File: src/rtl/irq_coalescer_pkg.sv
// Shared definitions for the interrupt coalescer: channel state encoding and
// the fixed pulse-shaping lengths seen by the downstream MSI arbiter.
// Latency: n/a (package). Backpressure: n/a.
package irq_coalescer_pkg;

  // Per-channel FSM encoding.
  typedef enum logic [1:0] {
    Idle_St    = 2'd0,
    Collect_St = 2'd1,
    Fire_St    = 2'd2,
    Gap_St     = 2'd3
  } chan_state_e;

  // Output pulse high time and mandatory low time afterwards, in clock cycles.
  localparam int FirePulse_Con = 2;
  localparam int GapLen_Con    = 2;

  // Upper bound on the number of interrupt sources.
  localparam int MaxSources_Con = 32;

  // Width of the phase counter that times Fire_St and Gap_St; must hold
  // max(FirePulse_Con, GapLen_Con) - 1.
  localparam int PhaseWidth_Con = 2;

endpackage

File: src/rtl/irq_coalescer_chan.sv
// One coalescing channel: counts event pulses, fires a shaped interrupt when
// the batch threshold is met or the holdoff timer runs out.
// Latency: event -> irq 1 cycle when threshold is 1. Backpressure: none; events
// arriving while firing or in the gap are counted into the next batch.
// Ports: clk/rst_n (async active-low), enable, event_pulse, threshold (already
// mapped to >= 1), holdoff, ovf_clr -> irq (registered), overflow (sticky), pending.
module irq_coalescer_chan
  import irq_coalescer_pkg::*;
#(
  parameter int CountWidth_Gen = 8,
  parameter int TimerWidth_Gen = 16
) (
  input  logic                      clk,
  input  logic                      rst_n,
  input  logic                      enable,
  input  logic                      event_pulse,
  input  logic [CountWidth_Gen-1:0] threshold,
  input  logic [TimerWidth_Gen-1:0] holdoff,
  input  logic                      ovf_clr,
  output logic                      irq,
  output logic                      overflow,
  output logic                      pending
);

  localparam int CW = CountWidth_Gen;
  localparam int TW = TimerWidth_Gen;
  localparam logic [PhaseWidth_Con-1:0] FireLast = PhaseWidth_Con'(FirePulse_Con - 1);
  localparam logic [PhaseWidth_Con-1:0] GapLast  = PhaseWidth_Con'(GapLen_Con - 1);

  chan_state_e               state_q, state_d;
  logic [CW-1:0]             count_q, count_d;
  logic [TW-1:0]             timer_q, timer_d;
  logic [PhaseWidth_Con-1:0] phase_q, phase_d;
  logic                      irq_q, irq_d;
  logic                      ovf_q, ovf_d;

  logic          cnt_max;
  logic [CW-1:0] count_ev;
  logic          ovf_set;
  logic          timer_expire;

  always_comb begin
    state_d      = state_q;
    count_d      = count_q;
    timer_d      = timer_q;
    phase_d      = phase_q;
    cnt_max      = (count_q == '1);
    // Count including this cycle's event, saturating at all-ones.
    count_ev     = (event_pulse && !cnt_max) ? count_q + CW'(1) : count_q;
    ovf_set      = enable && event_pulse && cnt_max;
    // A loaded timer of 1 reaches zero at this edge; a timer loaded with 0
    // never passes through 1, so a zero holdoff never forces a fire.
    timer_expire = (timer_q == TW'(1));

    unique case (state_q)
      Idle_St: begin
        if (event_pulse) begin
          timer_d = holdoff;
          phase_d = '0;
          if (CW'(1) >= threshold) begin
            state_d = Fire_St;
            count_d = '0;
          end else begin
            state_d = Collect_St;
            count_d = CW'(1);
          end
        end
      end
      Collect_St: begin
        count_d = count_ev;
        if (timer_q != '0) timer_d = timer_q - TW'(1);
        // Both fire causes collapse into one transition, hence one pulse.
        if ((count_ev >= threshold) || timer_expire) begin
          state_d = Fire_St;
          count_d = '0;
          timer_d = '0;
          phase_d = '0;
        end
      end
      Fire_St: begin
        count_d = count_ev;
        if (phase_q == FireLast) begin
          state_d = Gap_St;
          phase_d = '0;
        end else begin
          phase_d = phase_q + PhaseWidth_Con'(1);
        end
      end
      Gap_St: begin
        count_d = count_ev;
        if (phase_q == GapLast) begin
          phase_d = '0;
          if (count_ev != '0) begin
            state_d = Collect_St;
            timer_d = holdoff;
          end else begin
            state_d = Idle_St;
          end
        end else begin
          phase_d = phase_q + PhaseWidth_Con'(1);
        end
      end
      default: state_d = Idle_St;
    endcase

    // Disabling flushes the channel; the sticky overflow flag is kept.
    if (!enable) begin
      state_d = Idle_St;
      count_d = '0;
      timer_d = '0;
      phase_d = '0;
    end

    irq_d = (state_d == Fire_St);
    // A new overflow in the same cycle as a clear must stay visible.
    ovf_d = ovf_set | (ovf_q & ~ovf_clr);
  end

  always_ff @(posedge clk or negedge rst_n) begin
    if (!rst_n) begin
      state_q <= Idle_St;
      count_q <= '0;
      timer_q <= '0;
      phase_q <= '0;
      irq_q   <= 1'b0;
      ovf_q   <= 1'b0;
    end else begin
      state_q <= state_d;
      count_q <= count_d;
      timer_q <= timer_d;
      phase_q <= phase_d;
      irq_q   <= irq_d;
      ovf_q   <= ovf_d;
    end
  end

  assign irq      = irq_q;
  assign overflow = ovf_q;
  assign pending  = (state_q != Idle_St);

endmodule

File: src/rtl/irq_coalescer.sv
// Per-source interrupt moderation in front of the MSI arbiter: batches event
// pulses and emits one clean, gap-separated interrupt pulse per batch.
// Latency: 1 cycle from event to IrqOut at threshold 1. Backpressure: none.
// Ports: SysClk_ClkIn, SysRstN_RstIn (async active-low), Enable_EnIn,
// Event_DatIn[N], Threshold_DatIn[CW], Holdoff_DatIn[TW], OverflowClr_DatIn[N]
// -> IrqOut_DatOut[N], Overflow_DatOut[N], Pending_DatOut[N].
module irq_coalescer
  import irq_coalescer_pkg::*;
#(
  parameter int NumberOfInterrupts_Gen = 5,
  parameter int CountWidth_Gen         = 8,
  parameter int TimerWidth_Gen         = 16
) (
  input  logic                              SysClk_ClkIn,
  input  logic                              SysRstN_RstIn,
  input  logic                              Enable_EnIn,
  input  logic [NumberOfInterrupts_Gen-1:0] Event_DatIn,
  input  logic [CountWidth_Gen-1:0]         Threshold_DatIn,
  input  logic [TimerWidth_Gen-1:0]         Holdoff_DatIn,
  input  logic [NumberOfInterrupts_Gen-1:0] OverflowClr_DatIn,
  output logic [NumberOfInterrupts_Gen-1:0] IrqOut_DatOut,
  output logic [NumberOfInterrupts_Gen-1:0] Overflow_DatOut,
  output logic [NumberOfInterrupts_Gen-1:0] Pending_DatOut
);

  // A zero threshold would mean "fire on nothing"; treat it as one event.
  logic [CountWidth_Gen-1:0] threshold_eff;
  assign threshold_eff = (Threshold_DatIn == '0) ? CountWidth_Gen'(1) : Threshold_DatIn;

  for (genvar i = 0; i < NumberOfInterrupts_Gen; i++) begin : g_chan
    irq_coalescer_chan #(
      .CountWidth_Gen(CountWidth_Gen),
      .TimerWidth_Gen(TimerWidth_Gen)
    ) u_chan (
      .clk         (SysClk_ClkIn),
      .rst_n       (SysRstN_RstIn),
      .enable      (Enable_EnIn),
      .event_pulse (Event_DatIn[i]),
      .threshold   (threshold_eff),
      .holdoff     (Holdoff_DatIn),
      .ovf_clr     (OverflowClr_DatIn[i]),
      .irq         (IrqOut_DatOut[i]),
      .overflow    (Overflow_DatOut[i]),
      .pending     (Pending_DatOut[i])
    );
  end

endmodule
File: config.mk
export PLATFORM = sky130hd
export DESIGN_NAME = irq_coalescer
export DESIGN_NICKNAME = d
export VERILOG_FILES = /design/src/rtl/irq_coalescer_pkg.sv /design/src/rtl/irq_coalescer_chan.sv /design/src/rtl/irq_coalescer.sv
export SDC_FILE = /design/constraint.sdc
export NUM_CORES = 1
export LEC_CHECK = 0
export CORE_AREA = 2 2 200 202
export DETAILED_ROUTE_END_ITERATION = 8
export DIE_AREA = 0 0 202 204
export HOLD_SLACK_MARGIN = 0.02
export MAX_ROUTING_LAYER = met4
export PLACE_DENSITY_LB_ADDON = 0.1
export SLEW_MARGIN = 20
export SYNTH_ARGS = -nofsm -noshare
export SYNTH_HDL_FRONTEND = slang
export SYNTH_SLANG_ARGS = --single-unit
File: constraint.sdc
create_clock -name SysClk_ClkIn -period 10.4 [get_ports SysClk_ClkIn]
set_clock_uncertainty 0.05 [all_clocks]
set_input_delay 1.04 -clock SysClk_ClkIn [delete_from_list [all_inputs] [get_ports SysClk_ClkIn]]
set_output_delay 1.04 -clock SysClk_ClkIn [all_outputs]
set_load 0.05 [all_outputs]
== After elaboration in Yosys (flattened, before gate mapping) ==
Cells that the tools add are included.
Cells by class
  muxes and demuxes: 123
  bitwise gates (word level): 15
  add/subtract/negate cells: 15
  magnitude comparators: 6
  reduce and logical (&&, ||, !) cells: 61
  eq/ne operators: 65
Operators with widths (number)
  two-way mux 16 bit: 30
  case mux 16 bit (3 select lines): 5
  two-way mux 8 bit: 21
  case mux 8 bit (3 select lines): 5
  two-way mux 2 bit: 46
  equality test 16 x 1 -> 1 bit, second input constant: 5
  nonzero test 16 bit: 5
  subtractor 16 x 1 -> 16 bit, second input constant: 5
  != test 3 x 2 -> 1 bit, second input constant: 15
  adder 8 x 1 -> 8 bit, second input constant: 5
  equality test 8 bit, second input constant: 5
  greater-or-equal comparator 8 bit: 5
  case mux 2 bit (4 select lines): 5
  nonzero test 8 bit: 5
  equality test 2 bit, second input constant: 15
  case mux 2 bit (3 select lines): 5
  AND reduction 5 bit: 5
  equality test 2 x 1 -> 1 bit, second input constant: 10
  != test 4 x 1 -> 1 bit, second input constant: 5
  != test 4 x 2 -> 1 bit, second input constant: 5
  logical AND 1 bit: 15
  != test 3 bit, second input constant: 5
  adder 2 x 1 -> 2 bit, second input constant: 5
  zero test 2 bit: 5
  other kinds (11): 48
Word-level totals
  output and inout port bits: 15
  flip-flop bits (word level): 150
  bits of input ports: 37

== Logic depth before layout (Yosys ltp) ==
  depth after elaboration: 10
  mapped depth: 15
  gate-level depth less buffers: 13

== By module ==
Synthesis repeated with hierarchy kept, for this count alone.
Second synthesis, totals
  cells, all modules: 1446
  area, all modules: 12502.0 µm²
Modules (own cells, without submodules)
  irq_coalescer_chan at g_chan[0].u_chan ...: times used 4, cells an instance 284, seq. area each 750.7 µm², area an instance 2486.1 µm²
  irq_coalescer_chan at g_chan[4].u_chan: times used 1, cells an instance 300, seq. area each 750.7 µm², area an instance 2506.2 µm²
  irq_coalescer: times used 1, cells an instance 10, seq. area each 0.0 µm², area an instance 51.3 µm²

== Worst setup path after synthesis ==
No wires, ideal clock.
  path kind: input-to-reg
  start: in Event_DatIn[3]
  end: reg g_chan[3].u_chan.timer_q[2]
  data arrival time: 3.814 ns
  data required time: 10.249 ns
  setup slack: 6.435 ns
  stages on the path: 14
  path buffers: 3
  cell sequence: buf_2 and3_1 clkbuf_1 nand2_1 mux2_2 ha_1 a2111oi_0 nor3_1 a211oi_2 and3_1 buf_1 a32oi_1 and3_1 o32ai_1
On the way
  cells in the longest elaborated chain, start to end: 7
RTL lines
  start: declaration: RTL line irq_coalescer.sv:17  | input logic [NumberOfInterrupts_Gen-1:0] Event_DatIn,
  logical AND 1 bit: RTL line irq_coalescer_chan.sv:49  | count_ev = (event_pulse && !cnt_max) ? count_q + CW'(1) : count_q;
  two-way mux 8 bit: RTL line irq_coalescer_chan.sv:49
  greater-or-equal comparator 8 bit: RTL line irq_coalescer_chan.sv:73  | if ((count_ev >= threshold) || timer_expire) begin
  logical OR 1 bit: RTL line irq_coalescer_chan.sv:73
  two-way mux 16 bit: RTL line irq_coalescer_chan.sv:73
  case mux 16 bit (3 select lines): RTL line irq_coalescer_chan.sv:55  | unique case (state_q)
  two-way mux 16 bit: RTL line irq_coalescer_chan.sv:107  | if (!enable) begin
  end signal: assignment: RTL line irq_coalescer_chan.sv:130  | timer_q <= timer_d;
  end: declaration: RTL line irq_coalescer_chan.sv:32  | logic [TW-1:0] timer_q, timer_d;
Several ways; a longest one is shown, not always the timed one.
A chain may end at the register's enable or synchronous reset.

== Final worst setup path ==
  start: in Event_DatIn[3]
  end: reg g_chan[3].u_chan.timer_q[9]
The elaborated chain is that of the path after synthesis.

==> qor.txt <==
status: complete, no violations
clock buffer count from CTS: 17
number of synthesized flops with an enable pin: 0
Post-CTS Setup Repair Bufs: 0
vias in the first global route: 10000
WL final: 37200 µm
top cells by area, synth: dfrtp_1, ha_1, nand2_1, nor2_1, a21oi_1
largest net degree at the start of global routing: 54
Avg WL per Cell: 20.0 µm
Max VDD drop: 0.109 mV
syn_nets: 1437
Synth top cells by count: nand2_1, dfrtp_1, nor2_1
Die H: 204 µm
core area: 0.0392 mm²
Residual DRC: 0
reg2reg start: g_chan[3].u_chan.count_q[0]
share of cells above drive strength 1: 4.85%
Max Freq: 0.193 GHz
GRT overflow: 0
sw frac: 39.3%
crit start category: input pin
TritonCTS Sinks: 150
max-cap violations: 0
Worst Path Required: 10640 ps
number of nets in the layout: 1420
Synth async-reset ratio: 100%
leakage power figure: 5.31 nW
via count: 10300
Clock Power Share: 29.1%
Netlist cell types: 82
Yosys warning total: 0
Psw: 0.856 mW
# rows: 73
clk_lat worst skew: 440 ps
GPL Wtd Cong: 0.847
CTS tree: done
RSZ-0062 raised after global routing: false
die footprint: 0.0412 mm²
Antenna Violating Nets Remaining: 0
Layout area overhead: 12.2%
cell taking the most area after synthesis: dfrtp_1
internal power: 1.32 mW
worst-case reg-to-reg path depth: 12
Setup TNS: 0 ps
clock root buffer master: clkbuf_16
total power: 2.18 mW
DIE WIDTH: 202 µm
Util after Layout: 32.0%
DRT iter0 DRCs: 813
HP Class: reg -> reg
combinational share of power: 36.0%
cts repair resizes: 0
starting density of the core: 28.5%
Pre-Repair DR Iteration Count: 5
reg2reg setup slack: 5770 ps
cell area after layout: 0.0125 mm²
DP Wirelength: 26000 µm
Primary FF master, synth: dfrtp_1
Reg power frac: 34.9%
CTS hold repair buffers: 0
Boundary Pins: 52
critical path class: in -> reg
syn_area_per_cell: 8.30 µm²
initial antenna violation count: 0
final number of setup-violating endpoints: 0
DP Worst Slack: 4830 ps
mapped cell area: 0.0112 mm²
Hold Vio Cnt, Final: 0
sequential share of the synthesized area: 33.6%
setup ws final: 5210 ps
CP Max Fanout: 14
crit path DAT: 5440 ps
I/O Buffers: 51
Clock Tree Buf Depth: 2
drt via density: 5.55
global-route wire length before repair: 59600 µm
Worst setup startpoint: Event_DatIn[3]
relative slew slack: 27.8%
Yosys top cell area share: 33.6%
Synth Instances: 1345
Worst Tran Pin Value: 1080 ps
part of the cycle the worst path needs: 49.9%
CP endpoint: g_chan[3].u_chan.timer_q[9]
Overall Global Routing Usage: 19.0%
Slew Limit Fails: 0
fin crit period: 5190 ps
Clock transition at path regs: 70 ps
P per Cell Area: 174 mW/mm²
Crit. End Element: flop
most numerous cell in the Yosys netlist: nand2_1
worst r2r dst: g_chan[3].u_chan.timer_q[9]
Area after DPL: 0.0119 mm²
CTS H-tree lvls: 4
FF+latch count, synth: 150
==> kinds of logic (layout without fill, tap and decap cells) <==
family	Yosys count	count (layout)	share of synthesized area, %
simple gates	501	501	22.1
compound gates	418	418	26.3
buf+inv	152	147	5.99
flops	150	150	33.6
fa+ha+maj	55	55	6.17
xor+xnor	36	36	2.82
mux	33	33	3.07
other cells	0	1	0
==> worst min path at each step <==
stage / from / to / slack, ps / cells after the start
after detailed placement: g_chan[2].u_chan.phase_q[1] / g_chan[2].u_chan.phase_q[1] / 420 / 1
after CTS: g_chan[2].u_chan.phase_q[1] / g_chan[2].u_chan.phase_q[1] / 440 / 1
after global placement: g_chan[2].u_chan.phase_q[1] / g_chan[2].u_chan.phase_q[1] / 410 / 1
after global routing: g_chan[2].u_chan.phase_q[1] / g_chan[2].u_chan.phase_q[1] / 460 / 1
final: g_chan[2].u_chan.phase_q[1] / g_chan[2].u_chan.phase_q[1] / 430 / 1
after floorplan: g_chan[2].u_chan.phase_q[1] / g_chan[2].u_chan.phase_q[1] / 400 / 1
==> sequential cells by signal (all words and copies together) (netlist names) <==
| name | count |
|---|---|
| g_chan.u_chan.count_q | 40 |
| g_chan.u_chan.phase_q | 10 |
| g_chan.u_chan.timer_q | 80 |
| g_chan.u_chan.overflow | 5 |
| g_chan.u_chan.state_q | 10 |
| g_chan.u_chan.irq | 5 |
==> stage by stage <==
step | hold slack (ps) | instances
after floorplan | 399 | 1345
after global placement | 414 | 1834
after detailed placement | 416 | 1834
after CTS | 437 | 1865
after global routing | 461 | 1865
final | 435 | 1866
==> power by group through the flow <==
stage | clock network, mW | registers, mW | logic, mW
final | 0.634 | 0.759 | 0.784
after global routing | 0.682 | 0.773 | 0.879
after CTS | 0.657 | 0.757 | 0.785
after detailed placement | 0 | 0.767 | 0.780
after global placement | 0 | 0.767 | 0.782
after floorplan | 0 | 0.728 | 0.603
==> layout by cell type (no fill, tap or decap), drive strengths merged, types with 45 or more instances in the layout <==
master and n:
nand2 158, dfrtp 150, nor2 103, a21oi 77, o21ai 74, inv 56, ha 55, clkdlybuf4s50 49
nand3 45, nor3 45
==> worst max-delay path: stages <==
cell             delay (ps)
clkdlybuf4s50_1         720
nand4_1                 200
a31oi_1                 320
xor2_1                  240
ha_1                    260
a2111oi_0               390
nor3_1                  110
a211oi_2                560
nand3_1                 570
nor2_1                  340
or2_1                   500
a221oi_1                180
==> per-layer routing <==
layer	track usage [%]	up-vias	share of wire (%)
li1	-	4975	-
met5	-	-	0
met1	27.1	5090	50
met4	4.96	0	1.7
met2	28.3	254	43
met3	2.69	29	5.2
==> cell type report <==
cell class,count,area [µm²]
Sequential cell,150,3750
Antenna cell,1,2.50
Multi-Input combinational cell,1043,6750
Fill cell,4155,26700
Clock inverter,8,98.8
Inverter,58,218
Timing Repair Buffer,58,562
Clock buffer,23,478
Tap cell,525,657
No activity file was read; power rests on OpenSTA's default activity.
